## src/rtl/mac_seq_ctrl_pkg.sv

```systemverilog
// Shared constants for the MAC sequencer: widths, mode encodings, config bit layout and FSM states.
package mac_seq_ctrl_pkg;

  localparam int unsigned MAC_MIN_WIDTH  = 8;
  localparam int unsigned MAC_ACC_WIDTH  = 32;
  localparam int unsigned MAC_CONF_WIDTH = 3;
  localparam int unsigned MAC_CNT_WIDTH  = 8;
  localparam int unsigned MAC_LAT        = 1;

  localparam logic [1:0] MAC_SINGLE  = 2'b00;
  localparam logic [1:0] MAC_DUAL    = 2'b01;
  localparam logic [1:0] MAC_QUAD    = 2'b10;
  localparam logic [1:0] MAC_ILLEGAL = 2'b11;

  // Config word layout: [1:0] mode, [2] accumulate select, above that the init value.
  localparam int unsigned MAC_ACC_SEL_BIT = 2;

  typedef enum logic [2:0] {
    ST_IDLE  = 3'd0,
    ST_LOAD  = 3'd1,
    ST_RUN   = 3'd2,
    ST_DRAIN = 3'd3,
    ST_DONE  = 3'd4
  } seq_state_e;

endpackage

```

## src/rtl/mac_seq_beat_cnt.sv

```systemverilog
// Loadable down-counter with a last flag; used for both beat counting and output-latency waiting.
module mac_seq_beat_cnt #(
  parameter int unsigned W = 8
) (
  input  logic         clk,
  input  logic         rst,
  input  logic         load,
  input  logic [W-1:0] load_val,
  input  logic         dec,
  output logic         last_c
);

  logic [W-1:0] cnt;

  // Saturates at zero so a full-scale load counts all the way down without wrapping.
  always_ff @(posedge clk) begin
    if (!rst) begin
      cnt <= '0;
    end else if (load) begin
      cnt <= load_val;
    end else if (dec && (cnt != '0)) begin
      cnt <= cnt - W'(1);
    end
  end

  assign last_c = (cnt == W'(1));

endmodule

```

## src/rtl/mac_seq_ctrl.sv

```systemverilog
// Job sequencer for one MAC instance: latch job, pulse clear, stream beats, wait out latency, return result.
module mac_seq_ctrl
  import mac_seq_ctrl_pkg::*;
#(
  parameter int unsigned MIN_W  = MAC_MIN_WIDTH,
  parameter int unsigned ACC_W  = MAC_ACC_WIDTH,
  parameter int unsigned CONF_W = MAC_CONF_WIDTH,
  parameter int unsigned CNT_W  = MAC_CNT_WIDTH,
  parameter int unsigned LAT    = MAC_LAT
) (
  input  logic                    clk,
  input  logic                    rst,
  input  logic                    cmd_valid,
  output logic                    cmd_ready,
  input  logic [1:0]              cmd_mode,
  input  logic                    cmd_acc,
  input  logic [ACC_W-1:0]        cmd_init,
  input  logic [CNT_W-1:0]        cmd_count,
  input  logic                    op_valid,
  output logic                    op_ready,
  input  logic [4*MIN_W-1:0]      op_a,
  input  logic [MIN_W-1:0]        op_b,
  output logic                    res_valid,
  input  logic                    res_ready,
  output logic [ACC_W-1:0]        res_data,
  output logic                    res_err,
  output logic                    mac_en,
  output logic                    mac_clr,
  output logic [4*MIN_W-1:0]      mac_a,
  output logic [MIN_W-1:0]        mac_b,
  output logic [ACC_W+CONF_W-1:0] mac_cfg,
  input  logic [ACC_W-1:0]        mac_c,
  output logic                    busy
);

  localparam int unsigned LAT_W = $clog2(LAT + 1);

  seq_state_e state, state_n;
  logic       cmd_fire_c, job_skip_c;
  logic       beat_load, beat_dec, beat_last_c;
  logic       lat_load, lat_dec, lat_last_c;

  assign cmd_fire_c = cmd_valid && (state == ST_IDLE);
  assign job_skip_c = (cmd_mode == MAC_ILLEGAL) || (cmd_count == '0);

  mac_seq_beat_cnt #(.W(CNT_W)) u_beat_cnt (
    .clk      (clk),
    .rst      (rst),
    .load     (beat_load),
    .load_val (cmd_count),
    .dec      (beat_dec),
    .last_c   (beat_last_c)
  );

  mac_seq_beat_cnt #(.W(LAT_W)) u_lat_cnt (
    .clk      (clk),
    .rst      (rst),
    .load     (lat_load),
    .load_val (LAT_W'(LAT)),
    .dec      (lat_dec),
    .last_c   (lat_last_c)
  );

  always_ff @(posedge clk) begin
    if (!rst) state <= ST_IDLE;
    else      state <= state_n;
  end

  always_comb begin
    state_n   = state;
    beat_load = 1'b0;
    beat_dec  = 1'b0;
    lat_load  = 1'b0;
    lat_dec   = 1'b0;
    case (state)
      ST_IDLE: begin
        if (cmd_fire_c) begin
          beat_load = 1'b1;
          state_n   = job_skip_c ? ST_DONE : ST_LOAD;
        end
      end
      ST_LOAD: state_n = ST_RUN;
      ST_RUN: begin
        if (op_valid) begin
          beat_dec = 1'b1;
          if (beat_last_c) begin
            lat_load = 1'b1;
            state_n  = ST_DRAIN;
          end
        end
      end
      ST_DRAIN: begin
        lat_dec = 1'b1;
        if (lat_last_c) state_n = ST_DONE;
      end
      ST_DONE: begin
        if (res_ready) state_n = ST_IDLE;
      end
      default: state_n = ST_IDLE;
    endcase
  end

  // Handshake/status outputs are registered decodes of the next state.
  always_ff @(posedge clk) begin
    if (!rst) begin
      cmd_ready <= 1'b1;
      op_ready  <= 1'b0;
      mac_clr   <= 1'b0;
      res_valid <= 1'b0;
      busy      <= 1'b0;
    end else begin
      cmd_ready <= (state_n == ST_IDLE);
      op_ready  <= (state_n == ST_RUN);
      mac_clr   <= (state_n == ST_LOAD);
      res_valid <= (state_n == ST_DONE);
      busy      <= (state_n != ST_IDLE);
    end
  end

  // Job config and result registers; skipped jobs resolve their result at accept time.
  always_ff @(posedge clk) begin
    if (!rst) begin
      mac_cfg  <= '0;
      res_data <= '0;
      res_err  <= 1'b0;
    end else begin
      case (state)
        ST_IDLE: begin
          if (cmd_fire_c) begin
            if (cmd_mode == MAC_ILLEGAL) begin
              res_data <= '0;
              res_err  <= 1'b1;
            end else if (cmd_count == '0) begin
              res_data <= cmd_acc ? cmd_init : '0;
              res_err  <= 1'b0;
            end else begin
              mac_cfg <= (ACC_W+CONF_W)'({cmd_init, cmd_acc, cmd_mode});
            end
          end
        end
        ST_DRAIN: begin
          if (lat_last_c) res_data <= mac_c;
        end
        ST_DONE: begin
          if (res_ready) begin
            mac_cfg  <= '0;
            res_data <= '0;
            res_err  <= 1'b0;
          end
        end
        default: ;
      endcase
    end
  end

  assign mac_en = op_ready && op_valid;
  assign mac_a  = op_ready ? op_a : '0;
  assign mac_b  = op_ready ? op_b : '0;

endmodule

```

## config.mk

```make
export PLATFORM = sky130hd
export DESIGN_NAME = mac_seq_ctrl
export DESIGN_NICKNAME = d
export VERILOG_FILES = /design/src/rtl/mac_seq_ctrl_pkg.sv /design/src/rtl/mac_seq_beat_cnt.sv /design/src/rtl/mac_seq_ctrl.sv
export SDC_FILE = /design/constraint.sdc
export NUM_CORES = 1
export LEC_CHECK = 0
export CAP_MARGIN = 30
export CORE_AREA = 4 4 117 119
export CTS_BUF_LIST = sky130_fd_sc_hd__clkbuf_8
export DETAILED_ROUTE_END_ITERATION = 16
export DIE_AREA = 0 0 121 123
export HOLD_SLACK_MARGIN = 0.15
export PLACE_DENSITY_LB_ADDON = 0.15
export SLEW_MARGIN = 25
export SYNTH_ARGS = -nofsm -noshare
export SYNTH_HDL_FRONTEND = slang
export SYNTH_SLANG_ARGS = --single-unit
```

## constraint.sdc

```tcl
create_clock -name clk -period 1.8 [get_ports clk]
set_input_delay 0.45 -clock clk [delete_from_list [all_inputs] [get_ports clk]]
set_output_delay 0.45 -clock clk [all_outputs]
set_load 0.02 [all_outputs]
```

# --- After elaboration in Yosys (flattened, before gate mapping) ---
# Index checks and enable logic that the tools add are counted.
word_totals:
  word_cells: 83
  input_bits: 120
  ff_bits: 85
  output_inout_bits: 114
op_classes:
  n_reduce_logical: 17
  mux: 38
  n_eq_ne: 15
  n_addsub: 2
ops:
  columns: ["operator", "count"]
  rows:
  - ["two-way mux 32 bit", 7]
  - ["two-way mux 35 bit", 4]
  - ["one-hot mux 32 bit (3 select lines)", 1]
  - ["one-hot mux 35 bit (2 select lines)", 1]
  - ["two-way mux 8 bit", 3]
  - ["two-way mux 3 bit", 6]
  - ["one-hot mux 3 bit (5 select lines)", 1]
  - ["two-way mux 1 bit", 14]
  - ["AND reduction 5 bit", 2]
  - ["== test 3 x 2 -> 1 bit, second input constant", 3]
  - ["== test 8 x 1 -> 1 bit, second input constant", 1]
  - ["logical NOT 8 bit", 1]
  - ["!= test 2 bit, second input constant", 4]
  - ["nonzero test 8 bit", 1]
  - ["subtractor 8 x 1 -> 8 bit, second input constant", 1]
  - ["== test 3 x 1 -> 1 bit, second input constant", 2]
  - ["== test 3 bit, second input constant", 2]
  - ["logical NOT 3 bit", 2]
  - ["nonzero test 2 bit", 3]
  - ["nonzero test 3 bit", 2]
  - ["logical AND 1 bit", 4]
  - ["AND reduction 4 bit", 1]
  - ["!= test 3 x 1 -> 1 bit, second input constant", 1]
  - ["== test 2 bit, second input constant", 1]
  - ["4 further kinds", 4]

# --- Logic depth before layout (Yosys ltp) ---
# Gate-level depths: netlist of the first run.
logic_depth:
  ltp_word: 6
  mapped_depth: 7

# --- Cells and area by module ---
# A second synthesis of the first run with hierarchy kept.
unflattened:
  hier_cells: 563
  area_unflattened_um2: 4549.4
modules_own_cells:
  columns: ["mod", "n_inst", "cells_each", "area_per_inst_um2", "seq_area_each_um2"]
  rows:
  - ["mac_seq_ctrl", 1, 487, 3932.5, 1521.5]
  - ["mac_seq_beat_cnt (u_beat_cnt)", 1, 73, 578.1, 160.2]
  - ["mac_seq_beat_cnt (u_lat_cnt)", 1, 3, 38.8, 20.0]

# --- Least setup slack after synthesis of the first run ---
# No wires, ideal clock.
synth_timing:
  kind: "input -> register"
  from: "input cmd_count[6]"
  to: "register mac_cfg[10]"
  setup_ns: 0.072
  cell_stages: 6
  path_slack_ns: -0.020
  arrival_time_ns: 1.749
  path_cell_list: "or4_1 -> nor3_1 -> nand3b_1 -> buf_6 -> buf_12 -> mux2i_1"
synth_via:
  elab_chain_len: 3
synth_lines:
  columns: ["item", "line", "rtl"]
  rows:
  - ["from (decl)", "mac_seq_ctrl.sv:18", "input logic [CNT_W-1:0] cmd_count,"]
  - ["logical NOT 8 bit", "mac_seq_ctrl.sv:133", "end else if (cmd_count == '0) begin"]
  - ["!= test 2 bit (no line)", null, null]
  - ["AND reduction 5 bit (no line)", null, null]
  - ["to (signal assigned)", "mac_seq_ctrl.sv:137", "mac_cfg <= (ACC_W+CONF_W)'({cmd_init, cmd_acc, cmd_mode});"]
  - ["to (decl)", "mac_seq_ctrl.sv:31", "output logic [ACC_W+CONF_W-1:0] mac_cfg,"]
# No other way between the ends.
# A chain may end at the register's enable or synchronous reset.

# --- Worst setup path after layout of the first run ---
layout_timing:
  from: "register state[2]"
  to: "register res_data[9]"
layout_via:
  elab_chain_len: 4
  word_cells_on_any_way: 11
layout_lines:
  columns: ["item", "line", "rtl"]
  rows:
  - ["from (decl)", "mac_seq_ctrl.sv:38", "seq_state_e state, state_n;"]
  - ["from (signal assigned)", "mac_seq_ctrl.sv:66", "else state <= state_n;"]
  - ["logical NOT 3 bit", "mac_seq_ctrl.sv:43, mac_seq_ctrl.sv:127", null]
  - ["logical AND 1 bit", "mac_seq_ctrl.sv:43", "assign cmd_fire_c = cmd_valid && (state == ST_IDLE);"]
  - ["!= test 2 bit (no line)", null, null]
  - ["AND reduction 5 bit (no line)", null, null]
  - ["to (signal assigned)", "mac_seq_ctrl.sv:134", "res_data <= cmd_acc ? cmd_init : '0;"]
  - ["to (signal assigned)", "mac_seq_ctrl.sv:142", "if (lat_last_c) res_data <= mac_c;"]
  - ["to (decl)", "mac_seq_ctrl.sv:25", "output logic [ACC_W-1:0] res_data,"]
# Parallel ways exist; a longest one is shown, timed or not.

==> impl_metrics.csv, run 1 <==
group,metric,value,unit
pwr,switching_share,33.1,%
finish,seq_area,1710,µm²
setup_path,max_stage_delay,0.46,ns
finish,fin_cells,966,
logic_synthesis,synth_edf_count,0,
outcome,violations,"setup timing",
sta,skew,0.0157,ns
placement,placed_area,7270,µm²
logic_synthesis,ys_ff_latch,85,
finish,drive_gt1_share,17.6,%
clocking,ctsHtreeMaxLevel,3,
pwr,p_int,3.59,mW
floorplan,initial_core_util,36.4,%
logic_synthesis,synth_compound_area_share,18.9,%
logic_synthesis,synth_mux_area_share,7.89,%
pwr,p_switching,1.78,mW
logic_synthesis,syn_inst,535,
setup_path,cp.required,2.10,ns
grt,antenna_found_initial,0,
setup_path,crit_buf_inv,2,
routing,wl_met1,7270,µm
hold_path,holdCritPathClass,"in -> reg",
setup_path,r2r_slack,-0.002,ns
logic_synthesis,synthTopCellsByArea,"dfxtp_1 37%, mux2i_1 7.9%, nand2_1 6.6%",
placement,dpl.cell_count,931,
logic_synthesis,synth_xor_area_share,0.383,%
pwr,power.total,5.36,mW
sta,tightest_slew,0.771,ns
setup_path,start_kind,"flop",
clocking,tritoncts,"built",
outcome,outcome,"complete, but fails checks",
routing,vias,5194,
routing,vias_per_cell,5.38,
sta,final.setup.worst_slack,-0.00211,ns
sta,fin_crit_sh,100,%
placement,dp_worst_setup_slack,-0.770,ns
run,cap_viol_max_count,0,
grt,grt_max_degree,56,
clocking,hold_buffers,0,
logic_synthesis,yosysTopAreaCellShare,37.2,%
sta,hold_slack,0.342,ns
finish,multi_input_area,2650,µm²
setup_path,endpoint_kind,"flop",
logic_synthesis,yosys_warnings,0,
clocking,clkTransAtPathRegs,0.10,ns
sta,hold_viol_final,0,
placement,gp_congestion,0.868,
grt,overflow,0,
logic_synthesis,ys_seq_area_share,37.2,%
finish,num_antenna_cells,0,
setup_path,worst_path_max_delay_cell,"o32a_4",
finish,areaGrowthSynthToFinish,70.5,%
finish,fin_nets,911,
setup_path,setup.worst_path.class,"reg -> reg",
setup_path,arrival,2.10,ns
floorplan,die_width,121,µm
floorplan,chipHeight,123,µm
routing,dr.max_layer_used,"met4",
floorplan,core,12600,µm²
clocking,cts-root-buf,"clkbuf_8",
routing,met2_length,9510,µm
routing,routed_wl,18600,µm
grt,grt.total_usage,23.0,%
setup_path,cp_max_fo,9,
grt,grt_pass1_vias,5098,
floorplan,ios,234,
logic_synthesis,synth_area,4570,µm²
setup_path,cp_cell_sequence,"or3_4, buf_4, o32a_4, clkbuf_16, a21oi_1",
pwr,seq_power_share,40.3,%
sta,fmax,0.555,GHz
sta,period_needed,1.80,ns
logic_synthesis,synth_simple_gate_area_share,28.7,%
grt,grt_pass1_wl,27100,µm
logic_synthesis,yosys.area.top_type,"dfxtp_1",
pwr,p_per_area,688,nW/µm²
pwr,p_clk_share,23.3,%
routing,wire_per_inst,19.3,µm
logic_synthesis,synthesis.nets,657,
logic_synthesis,synth_cell_type_count,50,
routing,antenna_left,0,
setup_path,cp_top_family,"compound AO/OA/AOI/OAI gates",
logic_synthesis,synthAdderAreaFrac,0.548,%
logic_synthesis,syn_avg_cell_area,8.54,µm²
routing,wl_met3,1510,µm
sta,setup_viol,1,
logic_synthesis,synth_ff_type,"dfxtp_1",
routing,drt_iter0_markers,237,
placement,hpwl,13000,µm
routing,drcViolationCount,0,
sta,max-slew-margin-rel,48.2,%
clocking,clock-sinks,85,
pwr,comb_power_share,36.5,%
routing,first_pass_iters,5,
floorplan,row_count,41,
logic_synthesis,async_reset_ff_share,0,%
sta,finalMaxSlewViolations,0,
clocking,clk_latency,0.37,ns
placement,io_buffers,233,
pwr,p_leak,3.88,nW
finish,fin_area,7790,µm²
logic_synthesis,synth_top_family_by_area,"simple AND/OR/NAND/NOR gates",
finish,fill_cells,1105,
pwr,vdd_drop_max,0.348,mV
floorplan,die_area,14900,µm²
clocking,cts_max_path_buffers,2,
clocking,cts_buffers,9,
-- layout by cell type (no fill, tap or decap), types with 6 or more instances in the layout --
cell type	count
buf_12	11
buf_2	6
nor2_1	6
nand2_1	80
clkdlybuf4s15_2	21
o221ai_1	32
or3_1	33
clkbuf_8	10
buf_4	37
nand2b_1	34
inv_1	6
dfxtp_1	82
mux2i_1	36
and2_1	43
dlymetal6s2s_1	30
clkdlybuf4s50_1	120
clkbuf_2	17
a21oi_1	33
dlygate4sd2_1	34
a22oi_1	34
-- worst reg2reg max path: cells and delay by family (launching register included) --
kind,cells,cell delay [ns]
buffers and inverters,2,0.36
flip-flops,1,0.35
AO/OA/AOI/OAI,2,0.62
AND/OR/NAND/NOR,1,0.43
-- metrics by stage --
stage	utilization [%]	setup TNS [ns]
2_1_floorplan	-	-0.0285
3_3_place_gp	57.8	-50.76
3_5_place_dp	57.8	-54.44
4_1_cts	60.1	-0.000491
5_1_grt	62.0	-0.237
6_report	62.0	-0.00211
-- synthesized netlist by cell type (all sizes together) (2+ instances only) --
master,instances
o21a,3
o21ai,4
nor4b,2
nor3b,3
nand4b,2
mux2i,36
buf,18
or4,4
and2,44
a32oi,2
ha,2
nand3,5
nand3b,4
a211oi,2
nor3,5
dfxtp,85
nand2b,34
or3,34
a31oi,2
nor2,8
inv,5
o31a,2
nand2,80
o221ai,32
a22oi,34
a21oi,36
clkbuf,32
nor4,2
xnor2,2
-- power groups by stage --
stage               Combinational, mW  Clock [mW]  Sequential (mW)
floorplan                       0.778           0             2.35
global placement                 1.82           0             2.20
detailed placement               1.86           0             2.21
CTS                              1.88        1.28             2.16
global route                     2.08        1.36             2.18
finish                           1.95        1.25             2.16
-- path summary, 6_finish.rpt --
check               startpoint                 to  cells after the start
hold / removal    cmd_count[3]  u_beat_cnt.cnt[3]                      3
hold reg to reg     mac_cfg[0]         mac_cfg[0]                      2
setup reg to reg      state[2]        res_data[9]                      5
setup / recovery      state[2]        res_data[9]                      5
-- layer usage --
metal | vias up | global-route usage [%]
met4 | 0 | 7.15
met5 | - | 0
met2 | 256 | 41.6
met1 | 2480 | 26.3
li1 | 2437 | -
met3 | 21 | 6.40
-- cell type report --
type | count | share of cell area (%)
Tap cell | 172 | 2.76
Clock buffer | 10 | 1.77
Clock inverter | 6 | 0.482
Multi-Input combinational cell | 395 | 33.9
Sequential cell | 85 | 21.9
Timing Repair Buffer | 293 | 38.9
Inverter | 5 | 0.241
-- timing repair --
action | 4_1_cts | 5_1_grt
setup endpoints to repair | 141 | 131
pin swaps | 3 | 7
gates cloned | 3 | 5
hold endpoints to repair | 0 | 0
gates resized for setup | 163 | 69
setup buffers | 5 | 7
-- cell families (layout without fill, tap and decap cells) --
kind of cell,after synthesis,after routing
buf+inv,55,314
simple gates,233,233
mux,36,36
flops,85,85
xor+xnor,2,2
compound gates,122,122
fa+ha+maj,2,2
-- state kept, by name (all words and copies together) (netlist names) --
name / cells
mac_clr: 1
cmd_ready: 1
res_data: 32
mac_cfg: 35
u_beat_cnt.cnt: 8
busy: 1
u_lat_cnt.last_c: 1
state: 3
res_valid: 1
op_ready: 1
res_err: 1
(Power assumes the default switching activity.)
==> run 2: changes to the inputs <==
- CAP_MARGIN: 30 -> 15
==> results of run 2 <==
Same layout as run 1: the final DEF is identical, and so are final timing and power.
==> edit 1: new RTL, settings of run 1 <==
Encoding of `seq_state_e`: now Gray code (3 bits for 5 states).
--- a/src/rtl/mac_seq_ctrl_pkg.sv
+++ b/src/rtl/mac_seq_ctrl_pkg.sv
@@ -17,9 +17,9 @@
 
   typedef enum logic [2:0] {
-    ST_IDLE  = 3'd0,
-    ST_LOAD  = 3'd1,
-    ST_RUN   = 3'd2,
-    ST_DRAIN = 3'd3,
-    ST_DONE  = 3'd4
+    ST_IDLE  = 3'b000,
+    ST_LOAD  = 3'b001,
+    ST_RUN   = 3'b011,
+    ST_DRAIN = 3'b010,
+    ST_DONE  = 3'b110
   } seq_state_e;
 
Behaviour: same outputs for any inputs over 4 cycles, from zero or initial values and one cycle with rst low; so few cycles prove little.
==> edit 1 against run 1 <==
- power is 5.9% higher
- sequential cell count stayed put
- clock power is 9.6% higher
- synthesized area is 9.8% lower
- setup slack better by 36 ps
- wire length is 6.5% lower
- final area is 5.2% lower
- combinational power is 9% higher
- count of clock-buffer cells in the layout is 1 lower
- clock skew is 1.5 ps lower
- fmax is 2.0% higher
- critical path type is now input pin to register
==> edit 1: results (changes against run 1) <==
Placed design
  – Routability cong.: 0.862 (-0.71%)
  – Post-DP Area: 6790 µm² (-6.5%)
  – Port Buffers: 233 (unchanged)
  – Setup WS pre-CTS: -666 ps (+104 ps)
  – DP HPWL: 12,600 µm (-3.3%)

Critical path
  – Worst reg2reg startpoint: state[2]
  – Arr. time, crit path: 2000 ps (-100 ps)
  – Worst reg2reg setup slack: 110 ps (+110 ps)
  – CP Launch Point: cmd_count[4]
  – Critical path fanouts, max: 6 (-3)

Final layout
  – Final nets: 849 (-6.8%)
  – Antenna cells: 0 (unchanged)
  – Top flop regs: mac_cfg x35, res_data x32, u_beat_cnt.cnt x8
  – Share of post-route cells with drive strength above 1: 22.3% (+4.7 points)

Clock tree
  – Worst skew pair latency: 370 ps (about the same)
  – Clock buffer depth: 2 (unchanged)
  – Root Driver: clkbuf_8
  – CTS buffer count: 9 (unchanged)
  – CTS clk-pin slew, worst paths: 90 ps
  – H-tree levels: 3 (unchanged)

Power
  – Switching share of power: 34.1% (+0.99 points)
  – VDD IR-drop max: 0.492 mV (+41%)
  – Pleak: 3.42 nW (-12%)

Detailed routing
  – Met2 routed WL: 8370 µm (-12%)
  – M1 wire length: 7080 µm (-2.6%)
  – Pre-antenna DRT Iters: 5 (unchanged)
  – Met3 routed WL: 1640 µm (+8.5%)
  – DR top layer: met4
  – Number of remaining DRC errors: 0 (unchanged)
  – Post-Route WL: 17,400 µm (-6.5%)
  – Starting DRT DRC Count: 244 (+3.0%)
  – DR vias/cell: 5.33 (-0.95%)

Yosys
  – Syn nets: 596 (-9.3%)
  – Post-synth EDFFs: 0 (unchanged)
  – Synth warnings: 0 (unchanged)
  – Top post-synthesis cells by area: dfxtp_1 (41%), a32oi_1 (7.0%), and2_1 (6.5%), a31oi_1 (5.2%), nand3_1 (4.6%)
  – Seq/Total Area, Yosys: 41.3% (+4.1 points)
  – Most frequent cells after synthesis: dfxtp_1 (85), nand2_1 (46), and2_1 (43), nand3_1 (38), o21ai_0 (37)
  – Share of the synthesized area in the top cell type: 41.3% (+4.1 points)
  – Netlist cell types: 51 (+2.0%)

GRT
  – First-pass GRT wire length: 25,600 µm (-5.4%)
  – Vias in the first global route: 4,615 (-9.5%)
  – Pin count of the biggest net entering global routing: 43 (-23%)
  – Tot GR Track Use: 22.0% (-0.99 points)
  – Initial antenna violation count: 0 (unchanged)

Timing
  – Hold slack: 386 ps (+43.1 ps)
  – Crit path time final: 1770 ps (-36.1 ps)
  – Clk_skew: 14.2 ps (-1.50 ps)
  – Worst slew pin tran: 456 ps (-314 ps)

Status
  – Outcome: completed

Min path
  – Worst hold start: rst
  – Hold/Removal Path Class: input pin to register
==> edit 1: path summary, 6_finish.rpt <==
kind	end	cells after the start
max	res_data[15]	8
min	mac_clr	2
max reg2reg	res_data[4]	8
min reg2reg	mac_cfg[0]	2
==> edit 1: per-stage QoR <==
| stage | cells | utilization, % | TNS [ps] |
|---|---|---|---|
| after floorplan | 474 | - | -3620 |
| after global placement | 872 | 54.0 | -48590 |
| after detailed placement | 872 | 54.0 | -51030 |
| after CTS | 900 | 57.8 | -58.9 |
| after global routing | 903 | 58.8 | 0 |
| final | 903 | 58.8 | 0 |
==> edit 1: per-layer routing <==
metal / track usage [%] / up-vias
li1: - / 2288
met1: 26.5 / 2238
met2: 38.0 / 254
met3: 6.59 / 29
met4: 6.44 / 0
met5: 0 / -
==> edit 1: final cells by class <==
cell class                      instances  area (µm²)
Multi-Input combinational cell        329        2230
Fill cell                            1116        5180
Inverter                                8        30.0
Sequential cell                        85        1710
Tap cell                              172         215
Timing Repair Buffer                  294        3010
Clock buffer                            9         124
Clock inverter                          6        72.6
==> edit 1: logic make-up (layout without fill, tap and decap cells) <==
group / Yosys count / in the layout / synth area share, %
simple gates: 158 / 158 / 20.5
fa+ha+maj: 2 / 2 / 0.607
compound gates: 167 / 167 / 29.7
xor+xnor: 1 / 1 / 0.213
buf+inv: 60 / 317 / 7.44
flops: 85 / 85 / 41.3
mux: 1 / 1 / 0.273
==> edit 1: critical path, stage by stage <==
cell and delay (ps):
clkbuf_2 90, or4_4 570, o211ai_4 240, buf_6 130
and3_4 230, buf_12 120, buf_12 120, a211oi_2 60
==> edit 1: power groups by stage <==
stage / sequential [W] / combinational (W) / clock [W]
floorplan: 0.00239 / 0.000795 / 0
global placement: 0.00222 / 0.00190 / 0
detailed placement: 0.00223 / 0.00193 / 0
CTS: 0.00218 / 0.00205 / 0.00141
global route: 0.00221 / 0.00225 / 0.00148
finish: 0.00219 / 0.00212 / 0.00137
==> edit 1: repair_timing <==
action | in CTS | in global routing
gates resized for setup | 194 | 78
cloned | 6 | 1
buffers inserted | 8 | 3
setup endpoints to repair | 144 | 135
pin swaps | 29 | 12
==> edit 2: new RTL, config.mk and constraints of run 1 <==
Without the edit above. Change the package constant `MAC_CNT_WIDTH` from 8 to 6.
--- a/src/rtl/mac_seq_ctrl_pkg.sv
+++ b/src/rtl/mac_seq_ctrl_pkg.sv
@@ -5,5 +5,5 @@
   localparam int unsigned MAC_ACC_WIDTH  = 32;
   localparam int unsigned MAC_CONF_WIDTH = 3;
-  localparam int unsigned MAC_CNT_WIDTH  = 8;
+  localparam int unsigned MAC_CNT_WIDTH  = 6;
   localparam int unsigned MAC_LAT        = 1;
 
Interface: changed (resized cmd_count); port bits go from 234 to 232. The function was not compared with the original's and may differ.
==> edit 2 against run 1 <==
- the run still ends with negative setup slack left
- clock power rose by 23%
- global-route usage down 1.0 points
- wire length fell by 3.2%
- sequential cell count shrank 2
- power up 10%
- synthesized area shrank 0.96%
- critical path depth is 2 higher
- setup slack got worse by 11 ps
- final area grew 4.6%
- core utilization grew 2.8 points
- largest cell class is now multi-input gates
- highest routed layer unchanged
==> edit 2: results (changes against run 1) <==
Status
  – Outcome: complete, but fails checks
  – Failing checks: negative setup slack

Critical path
  – Arr. time, crit path: 2080 ps (-20 ps)
  – Critical path fanouts, max: 5 (-4)

Power
  – VDD IR-drop max: 0.455 mV (+31%)
  – Pleak: 3.66 nW (-5.7%)

Detailed routing
  – Starting DRT DRC Count: 186 (-22%)
  – Vias: 4,927 (-5.1%)
  – Post-Route WL: 18,000 µm (-3.2%)

Timing
  – Final WS setup: -13.5 ps (-11.4 ps)
  – Hold slack: 460 ps (+117 ps)
  – Slew HR: 62.7% (+15 points)
  – Clk_skew: 11.8 ps (-3.96 ps)
  – Setup-failing EPs final: 7 (+6)

Yosys
  – Top post-synthesis cells by area: dfxtp_1 (37%), a2111oi_2 (10%), mux2i_1 (8.2%), and2_1 (6.1%), nand2_1 (6.1%)
  – Netlist cell types: 45 (-10%)
  – Seq/Total Area, Yosys: 36.7% (-0.52 points)
  – Syn nets: 612 (-6.8%)
  – Syn avg cell area: 9.22 µm² (+7.9%)

GRT
  – Tot GR Track Use: 22.0% (-1.0 points)
  – First-pass GRT wire length: 26,100 µm (-3.6%)

Placed design
  – DP HPWL: 12,500 µm (-4.3%)
  – Routability cong.: 0.848 (-2.3%)
  – Inst Count DP: 886 (-4.8%)

Clock tree
  – CTS clk-pin slew, worst paths: 80 ps (-20 ps)
  – Root Driver: clkbuf_8

Final layout
  – Final nets: 861 (-5.5%)
  – Top flop regs: mac_cfg x35, res_data x32, u_beat_cnt.cnt x6
  – Non-filler cells, final: 917 (-5.1%)
  – Layout fillers: 1,056 (-4.4%)
edit 2: changes by cell type after synthesis, sizes merged, moves of 5 or more:
cell / before / now
a21oi: 36 / 6
nand2b: 34 / 3
o21ai: 4 / 9
or3: 34 / 1
a2111oi: 0 / 32
nand2: 80 / 73
o221ai: 32 / 1
nor3b: 3 / 35
buf: 18 / 24
nor4: 2 / 35
edit 2: area by class of cell:
| cell class | instances | area (µm²) | area share (%) |
|---|---|---|---|
| clock buffers | 11 | 151 | 1.86 |
| clock inverters | 5 | 76.3 | 0.937 |
| inverters | 5 | 18.8 | 0.230 |
| multi-input cells | 350 | 3160 | 38.8 |
| flip-flops and latches | 83 | 1680 | 20.6 |
| well taps | 172 | 215 | 2.64 |
| repair buffers | 291 | 2850 | 35.0 |
edit 2: final timing paths:
check | from | cells after the start | end
setup / recovery | cmd_acc | 7 | res_data[26]
setup reg to reg | state[2] | 6 | res_data[29]
hold reg to reg | mac_cfg[5] | 2 | mac_cfg[5]
hold / removal | mac_cfg[5] | 2 | mac_cfg[5]
edit 2: power breakdown:
group | leakage [nW] | total [W] | internal [W] | switching [W]
clock | 0.117 | 0.00154 | 0.000850 | 0.000693
sequential | 0.683 | 0.00214 | 0.00200 | 0.000134
combinational | 2.86 | 0.00224 | 0.00109 | 0.00115
edit 2: what timing repair did:
item                                    4_1_cts  5_1_grt
gates resized for setup                     190      124
gates cloned                                  3        5
hold buffers                                  0        0
endpoints found under the setup margin      148       93
buffers inserted                              5        3
pin swaps                                    15       17
edit 2: worst max-delay path: stages:
cell and delay [ps]:
clkdlybuf4s50_1 520, nor4b_4 240, buf_4 190, buf_12 110
buf_8 110, a22oi_1 80, a2111oi_2 360
edit 2: kinds of logic after synthesis:
group / share of synthesized area, %
DFF: 36.7
buffers and inverters: 6.55
muxes: 8.18
AOI/OAI and AO/OA: 20.0
and+or+nand+nor: 27.7
adders and majority gates: 0.830
edit 2: metrics by stage:
step           setup slack, ps  instance area, µm²  util (%)  setup TNS [ps]
3_3_place_gp              -568                7210      57.4          -49540
6_report                 -13.5                8150      64.8           -49.6
3_5_place_dp              -641                7210      57.4          -50160
2_1_floorplan            -32.0                4530         -           -1440
5_1_grt                  -88.4                8150      64.8           -1190
4_1_cts                  -28.4                7530      59.9           -52.7
edit 2: layer usage:
metal  share of wire [%]  global-route usage, %
met1                  39                   25.1
met2                  51                   39.5
met3                 7.4                   6.13
met4                 2.5                   7.37
met5                   0                      0
